==> config.mk <==
export PLATFORM = sky130hd
export DESIGN_NAME = stream_input_frontend
export DESIGN_NICKNAME = d
export VERILOG_FILES = /design/src/rtl/stream_input_pkg.sv /design/src/rtl/stream_input_frontend_fifo.sv /design/src/rtl/stream_input_frontend.sv
export SDC_FILE = /design/constraint.sdc
export NUM_CORES = 1
export LEC_CHECK = 0
export CAP_MARGIN = 20
export CORE_MARGIN = 1
export CORE_UTILIZATION = 35
export DETAILED_ROUTE_END_ITERATION = 8
export PLACE_DENSITY_LB_ADDON = 0.05
export REMOVE_ABC_BUFFERS = 1
export SETUP_SLACK_MARGIN = 0.15
export SYNTH_ARGS = -nofsm -noshare
export SYNTH_HDL_FRONTEND = slang
export SYNTH_HIERARCHICAL = 1
export SYNTH_SLANG_ARGS = --single-unit
==> constraint.sdc <==
create_clock -name clk -period 7.5 [get_ports clk]
set_input_delay 1.5 -clock clk [delete_from_list [all_inputs] [get_ports clk]]
set_output_delay 1.5 -clock clk [all_outputs]
set_load 0.01 [all_outputs]
==> src/rtl/stream_input_pkg.sv <==
// Shared types and constants for the puzzle-stream input front end.
package stream_input_pkg;

  typedef enum logic [2:0] {
    IDLE   = 3'd0,
    HDR    = 3'd1,
    STREAM = 3'd2,
    DRAIN  = 3'd3,
    DONE   = 3'd4
  } state_e;

  // Occupancy width for the default buffer depth; instances with another
  // DEPTH size their level ports from their own parameter.
  localparam int DEF_DEPTH = 4;
  localparam int LVL_W     = $clog2(DEF_DEPTH + 1);

endpackage

==> src/rtl/stream_input_frontend_fifo.sv <==
// Registered DEPTH-entry FIFO with power-of-2 pointer wrap and flush.
module sync_fifo
  import stream_input_pkg::*;
#(
  parameter int WIDTH = 16,
  parameter int DEPTH = 4
) (
  input  logic                         clk,
  input  logic                         rst_n,
  input  logic                         push,
  input  logic                         pop,
  input  logic                         flush,
  input  logic [WIDTH-1:0]             data_i,
  output logic [WIDTH-1:0]             data_o,
  output logic [$clog2(DEPTH+1)-1:0]   level_o,
  output logic                         empty_o,
  output logic                         full_o
);
  localparam int PW = $clog2(DEPTH);
  localparam int LW = $clog2(DEPTH + 1);

  logic [DEPTH-1:0][WIDTH-1:0] r_mem;
  logic [PW-1:0]               r_wptr;
  logic [PW-1:0]               r_rptr;
  logic [LW-1:0]               r_level;
  logic                        w_push;
  logic                        w_pop;

  assign empty_o = (r_level == '0);
  assign full_o  = (r_level == LW'(DEPTH));
  assign w_push  = push & ~full_o;
  assign w_pop   = pop & ~empty_o;
  assign data_o  = r_mem[r_rptr];
  assign level_o = r_level;

  // Storage, pointers and occupancy; flush empties without touching storage.
  always_ff @(posedge clk or negedge rst_n) begin
    if (!rst_n) begin
      r_mem   <= '0;
      r_wptr  <= '0;
      r_rptr  <= '0;
      r_level <= '0;
    end else if (flush) begin
      r_wptr  <= '0;
      r_rptr  <= '0;
      r_level <= '0;
    end else begin
      if (w_push) begin
        r_mem[r_wptr] <= data_i;
        r_wptr        <= r_wptr + PW'(1);
      end
      if (w_pop) r_rptr <= r_rptr + PW'(1);
      case ({w_push, w_pop})
        2'b10:   r_level <= r_level + LW'(1);
        2'b01:   r_level <= r_level - LW'(1);
        default: r_level <= r_level;
      endcase
    end
  end

endmodule

==> src/rtl/stream_input_frontend.sv <==
// Frame-level input stage: header capture, payload buffering, last/done.
module stream_input_frontend
  import stream_input_pkg::*;
#(
  parameter int WIDTH = 16,
  parameter int DEPTH = 4,
  parameter int CNT_W = 16
) (
  input  logic                         clk,
  input  logic                         rst_n,
  input  logic                         init_i,
  input  logic                         stop_i,
  input  logic [WIDTH-1:0]             data_i,
  input  logic                         valid_1,
  output logic                         ready_1,
  output logic [WIDTH-1:0]             data_o,
  output logic                         valid_2,
  input  logic                         ready_2,
  output logic                         last_o,
  output logic [CNT_W-1:0]             total_num_turns_o,
  output logic [CNT_W-1:0]             count_o,
  output logic [$clog2(DEPTH+1)-1:0]   level_o,
  output logic                         done_o
);
  state_e           r_state;
  logic [CNT_W-1:0] r_total;
  logic [CNT_W-1:0] r_count;
  logic [CNT_W-1:0] r_acc;
  logic             r_done;

  logic             w_rdy;
  logic             w_t1;
  logic             w_t2;
  logic             w_empty;
  logic             w_full;
  logic             w_push;
  logic             w_pop;

  // Intake ready from registered state only (plus stop_i), never from valid_1/ready_2.
  always_comb begin
    w_rdy = 1'b0;
    case (r_state)
      HDR:     w_rdy = ~stop_i;
      STREAM:  w_rdy = ~stop_i & ~w_full & (r_acc < r_total);
      default: w_rdy = 1'b0;
    endcase
  end

  assign ready_1 = w_rdy;
  assign valid_2 = ~w_empty;
  assign w_t1    = valid_1 & w_rdy;
  assign w_t2    = valid_2 & ready_2;
  // init_i discards any same-cycle transfer.
  assign w_push  = w_t1 & (r_state == STREAM) & ~init_i;
  assign w_pop   = w_t2 & ~init_i;

  assign last_o = valid_2 & (r_count == r_total - CNT_W'(1)) &
                  ((r_state == STREAM) | (r_state == DRAIN));
  assign total_num_turns_o = r_total;
  assign count_o           = r_count;
  assign done_o            = r_done;

  sync_fifo #(.WIDTH(WIDTH), .DEPTH(DEPTH)) u_fifo (
    .clk     (clk),
    .rst_n   (rst_n),
    .push    (w_push),
    .pop     (w_pop),
    .flush   (init_i),
    .data_i  (data_i),
    .data_o  (data_o),
    .level_o (level_o),
    .empty_o (w_empty),
    .full_o  (w_full)
  );

  // Frame FSM with header, accepted and delivered counters.
  always_ff @(posedge clk or negedge rst_n) begin
    if (!rst_n) begin
      r_state <= IDLE;
      r_total <= '0;
      r_count <= '0;
      r_acc   <= '0;
      r_done  <= 1'b0;
    end else if (init_i) begin
      r_state <= HDR;
      r_count <= '0;
      r_acc   <= '0;
      r_done  <= 1'b0;
    end else begin
      if (w_t2) r_count <= r_count + CNT_W'(1);
      case (r_state)
        HDR: if (w_t1) begin
          r_total <= data_i[CNT_W-1:0];
          if (data_i[CNT_W-1:0] == '0) begin
            r_state <= DONE;
            r_done  <= 1'b1;
          end else begin
            r_state <= STREAM;
          end
        end
        STREAM: if (w_t1) begin
          r_acc <= r_acc + CNT_W'(1);
          if (r_acc + CNT_W'(1) == r_total) r_state <= DRAIN;
        end
        DRAIN: if (w_t2 && (r_count == r_total - CNT_W'(1))) begin
          r_state <= DONE;
          r_done  <= 1'b1;
        end
        default: r_state <= r_state;
      endcase
    end
  end

endmodule
==> impl_metrics.ini, run 1 <==
[outcome]
outcome = finished, final reports clean

[clock_tree]
cts.reportedPaths.clkPinSlew_ps = 60
cts_tree = yes
postCtsSetupRepairBufs = 0
cts_buffers = 17
clock_latency_ps = 420
htree_levels = 4
cts_num_sinks = 123
cts_root_buf = clkbuf_16
ctsLongestPathBuffers = 2
ctsResizeCount = 0
postCtsHoldBufs = 0

[detailed_routing]
wire_per_inst_um = 19.5
initialDrtViolationCount = 216
drt_first_pass_iters = 5
wl_um = 19700
viasPerCell = 5.28
drc = 0
drtAntennaViolNets = 0
vias = 5335

[place]
port_buffers = 76
dpl.cell_count = 977
dp_hpwl_um = 13900
place_congestion = 0.860

[worst_setup_path]
required_ps = 6000
reg2reg_to = u_fifo/level_o[2]
r2r_cells = 13
reg2reg_slack_ps = 3160
arrival_ps = 3710
cp-start-kind = input port
end_kind = output pin
r2r_start = u_fifo/level_o[0]
crit_type = input port to output pin
crit_path_max_fanout = 3

[global_routing]
grtUsageMet1_pct = 25.2
grtUsageTotal_pct = 19.0
antenna_found_initial = 0
grt_max_degree = 70
grt_pass1_wl_um = 31400
grt_util_met3_pct = 4.02
met2_usage_pct = 30.9
grt_overflow = 0
grt_pass1_vias = 5546
grt.busiest_layer = met2

[synthesis]
synth_seq_cells = 123
yosys.area.top_type_share_pct = 41.0
syn-cell-area_mm2 = 0.00750
synth_warnings = 6
synth_common_cells = dfrtp_1 (123), nor2_1 (58), mux2_4 (50), xor2_1 (35), mux2_2 (32)
synthCells = 660
yosysMostFrequentCell = dfrtp_1
synth_area_leader_cell = dfrtp_1
avgSynthCellArea_um2 = 11.4
synth_edf_count = 0
synth.distinct_cells = 66
synth_top_flop_cell = dfrtp_1
async_flop_share_pct = 100
synth_seq_area_share_pct = 41.0
synthTopCellsByArea = dfrtp_1 (41%), mux2_4 (10%), mux2_2 (4.8%), mux4_2 (4.8%), xor2_1 (4.1%)

[floorplanning]
io-pin-count = 77
initial_core_util_pct = 35.7
die_h_um = 148
die_area_mm2 = 0.0220
fp-row-count = 53
core_area_mm2 = 0.0210
fp.dieW_um = 148

[power_and_ir_drop]
p_leak_nw = 3.98
switchingPower_mw = 0.878
p_per_area_mw_per_mm2 = 287
vdd_drop_max_mv = 0.139
internal_power_mw = 1.69
power_frac_seq_pct = 35.8
swShare_pct = 34.1
clock_power_share_pct = 31.3
p_comb_share_pct = 32.9

[timing]
slew_violations = 0
finalCritPeriodShare_pct = 69.5
setup_tns_ps = 0
tightestPinTransition_ps = 944
finalCriticalPeriod_ps = 5210
rsz0062_at_grt = no
finalClockSkew_ps = 13.9
hold_violations = 0
max_slew_margin_pct = 37.1
setup_violations = 0
fmax_mhz = 192

[min_path]
worstHoldPathType = register to register
holdPathEnd = u_fifo/r_mem[32]
min_from = u_fifo/r_mem[32]
min_path_cells = 1

[layout]
antennaDiodeCount = 0
fin_util_pct = 42.6
syn2layout_area_growth_pct = 19.3
nets = 768
instances_no_fill = 1010
drive_gt1_share_pct = 20.8

[flow_run]
cap_violations = 0
-- power by group through the flow --
stage               Sequential [mW]  Combinational (mW)  Clock, mW
floorplan                     0.882               0.510          0
global placement              0.930               0.837          0
detailed placement            0.935               0.849          0
CTS                           0.924               0.855      0.833
global route                  0.939               0.929      0.864
finish                        0.920               0.847      0.805
-- state kept, by name, summed over array words and instances, names as in the netlist --
signal / count
u_fifo/level_o: 3
total_num_turns_o: 16
done_o: 1
count_o: 16
r_acc: 16
u_fifo/r_mem: 64
r_state: 3
u_fifo/r_wptr: 2
u_fifo/r_rptr: 2
-- placed cells by master (no fill, tap or decap), types with 10 or more instances in the layout --
| master | count |
|---|---|
| nand4_1 | 12 |
| nand2_1 | 27 |
| and3_1 | 10 |
| mux2_2 | 32 |
| xnor2_1 | 31 |
| xor2_1 | 35 |
| inv_1 | 28 |
| nor3_1 | 12 |
| mux2_4 | 50 |
| nor2_1 | 58 |
| dfrtp_1 | 123 |
| nand3_1 | 21 |
| clkdlybuf4s50_1 | 74 |
| mux4_2 | 16 |
| clkbuf_16 | 17 |
| o21ai_0 | 14 |
| nor4_1 | 11 |
| ha_1 | 23 |
| a21oi_1 | 19 |
-- stage by stage --
stage	instance area [µm²]	hold slack (ps)	total power [mW]	worst slack [ps]
2_1_floorplan	7230	474	1.39	2680
3_3_place_gp	8370	482	1.77	2310
3_5_place_dp	8370	488	1.78	2280
4_1_cts	8940	503	2.61	2280
5_1_grt	8950	514	2.73	2130
6_report	8950	501	2.57	2290
-- cells by family after synthesis --
| kind of cell | synth area share (%) |
|---|---|
| adders and majority gates | 4.10 |
| DFF | 41.0 |
| xor gates and xnor gates | 8.00 |
| buffers and inverters | 5.05 |
| muxes | 20.4 |
| AOI/OAI and AO/OA | 6.92 |
| and+or+nand+nor | 14.5 |
-- how the worst max path moves through the flow --
stage,slack (ps),startpoint,end,cells past startpoint
detailed placement,2280,stop_i,ready_1,7
global placement,2310,stop_i,ready_1,7
floorplan,2680,stop_i,u_fifo/level_o[2],10
CTS,2280,stop_i,ready_1,7
finish,2290,stop_i,ready_1,7
global route,2130,total_num_turns_o[9],ready_1,8
-- layout make-up --
cell class	instances	area, µm²
clock buffer	18	439
clock inverter	14	135
fill	1985	12100
inverter	28	105
multi-input combinational	471	4060
sequential	123	3080
tap	275	344
timing repair buffer	81	795
-- worst max-delay path, cell delays in order --
cell and delay (ps):
clkdlybuf4s50_1 450, or4_4 490, a211oi_2 280, o21ai_1 130, nor3_2 190, or2_2 150
clkdlybuf4s50_1 520
-- routing by layer --
layer | routed length, µm | vias up
met2 | 9660 | 123
met5 | 0 | -
met4 | 274 | 0
met1 | 9060 | 2701
met3 | 752 | 20
li1 | - | 2491
No activity file was read; power rests on OpenSTA's default activity.
==> run 2, diff against run 1 <==
Clock period 7.5 ns to 4.2 ns, I/O delays scaled along.
==> run 2 against run 1 <==
Combinational power is 110% higher. Die area did not move. Sequential power rose by 64%. Sequential share of layout area is 1.2 points lower. Largest power group is now combinational cells. Via count up 2.0%. Non-clock buffer count is 32 higher. Core utilization up 1.7 points. Wire length grew 3.2%. Clock power increased by 89%. Flip-flop and latch count unchanged.
==> impl_metrics.ini, run 2 (synthesis results as in run 1) <==
[worst_setup_path]
crit_path_max_fanout = 7
arrival_ps = 3100
crit_type = register to output pin
required_ps = 3360
cp-start-kind = register
end_kind = output pin

[global_routing]
grt_overflow = 0
grt_max_degree = 101
grt_pass1_wl_um = 32600
antenna_found_initial = 0
grtUsageTotal_pct = 19.5
grt_pass1_vias = 5734

[power_and_ir_drop]
internal_power_mw = 3.22
swShare_pct = 33.7
switchingPower_mw = 1.64
vdd_drop_max_mv = 0.269
p_per_area_mw_per_mm2 = 521
p_leak_nw = 4.17
p_comb_share_pct = 37.6
power_frac_seq_pct = 31.1
clock_power_share_pct = 31.3

[place]
port_buffers = 76
dp_hpwl_um = 14400
pre_cts_slack_ps = 148
place_congestion = 0.866
dpl.cell_count = 1007

[timing]
rsz0062_at_grt = yes
hold_violations = 0
layout_setup_ws_ps = 263
finalCritPeriodShare_pct = 93.7
finalClockSkew_ps = 10.0
max_slew_margin_pct = 36.2
fmax_mhz = 254
tightestPinTransition_ps = 958
finalCriticalPeriod_ps = 3940
setup_violations = 0
slew_violations = 0

[layout]
largest_reg_flops = 64
syn2layout_area_growth_pct = 24.1
drive_gt1_share_pct = 25.2
nets = 800
num-fill-cells = 1940
instances_no_fill = 1041
final_cell_mix = dfrtp_1 (117), clkdlybuf4s50_1 (74), nor2_1 (58)
final_common_cell = dfrtp_1
largest-register = u_fifo/r_mem
antennaDiodeCount = 0

[clock_tree]
cts.reportedPaths.clkPinSlew_ps = 70
clock_latency_ps = 420
cts_tree = yes
htree_levels = 4
cts_root_buf = clkbuf_16
postCtsHoldBufs = 0
cts_num_sinks = 123
cts_buffers = 17
ctsLongestPathBuffers = 2

[floorplanning]
fp.dieW_um = 148
die_area_mm2 = 0.0220
core_area_mm2 = 0.0210
initial_core_util_pct = 35.7
fp-row-count = 53
io-pin-count = 77
die_h_um = 148

[detailed_routing]
vias = 5442
wire_per_inst_um = 19.6
wl_um = 20400
initialDrtViolationCount = 289
viasPerCell = 5.23
drt_first_pass_iters = 5
drc = 0
drtAntennaViolNets = 0

[outcome]
outcome = finished, final reports clean

[min_path]
worstHoldPathType = input port to async pin

[flow_run]
cap_violations = 0
run 2: cell count changes in the layout (fill, tap and decap cells not counted), sizes merged:
cell and delta:
inv +1, clkinv -3, bufinv +1, buf +32
run 2: what timing repair did:
item                                    4_1_cts  5_1_grt
pin swaps                                     0        0
endpoints found under the setup margin        2        2
buffers inserted                              0        3
hold endpoints to repair                      0        0
resized for setup                             2        9
run 2: area by class of cell:
cell class                 count  area (µm²)  area share (%)
clock buffer                  18         439            4.72
tap                          275         344            3.70
multi-input combinational    471        4090            43.9
sequential                   123        3090            33.1
timing repair buffer         113        1090            11.7
inverter                      28         105            1.13
clock inverter                13         156            1.68
run 2: per-stage QoR:
stage | utilization [%] | TNS, ps | hold slack (ps) | power [mW] | cell area [µm²]
finish | 44.3 | 0 | 329 | 4.85 | 9310
detailed placement | 41.2 | 0 | 489 | 3.31 | 8650
CTS | 44.0 | 0 | 329 | 4.87 | 9250
floorplan | - | -257 | 474 | 2.49 | 7230
global placement | 41.2 | 0 | 482 | 3.29 | 8650
global route | 44.3 | 0 | 329 | 5.12 | 9310
run 2: final timing paths:
path                                 startpoint                   end  slack (ps)  depth (start not counted)
max                        total_num_turns_o[3]                last_o         260                          7
min                                       rst_n            count_o[2]         330                          1
max reg2reg                   u_fifo/level_o[1]     u_fifo/level_o[2]         790                         13
min reg2reg                    u_fifo/r_mem[36]      u_fifo/r_mem[36]         500                          1
max in group asynchronous                 rst_n  total_num_turns_o[8]        2940                          2
min in group clk               u_fifo/r_mem[36]      u_fifo/r_mem[36]         500                          1
run 2: critical path: stages (launching register included):
cell and delay [ps]:
dfrtp_2 500, nor3_2 250, nand4_1 230, mux2i_1 170, or3b_2 470, o2bb2ai_1 200
nor3_2 280, clkdlybuf4s50_1 580
run 2: per-layer routing:
| metal | global-route usage, % | share of wire, % |
|---|---|---|
| met1 | 26.2 | 47 |
| met2 | 32.1 | 48 |
| met3 | 3.59 | 3.6 |
| met4 | 5.36 | 1.2 |
| met5 | 0 | 0 |
run 2: power groups by stage:
stage	registers [mW]	logic (mW)	clock network [mW]
global placement	1.52	1.77	0
floorplan	1.58	0.910	0
detailed placement	1.53	1.79	0
global route	1.54	1.97	1.61
finish	1.51	1.82	1.52
CTS	1.51	1.80	1.57
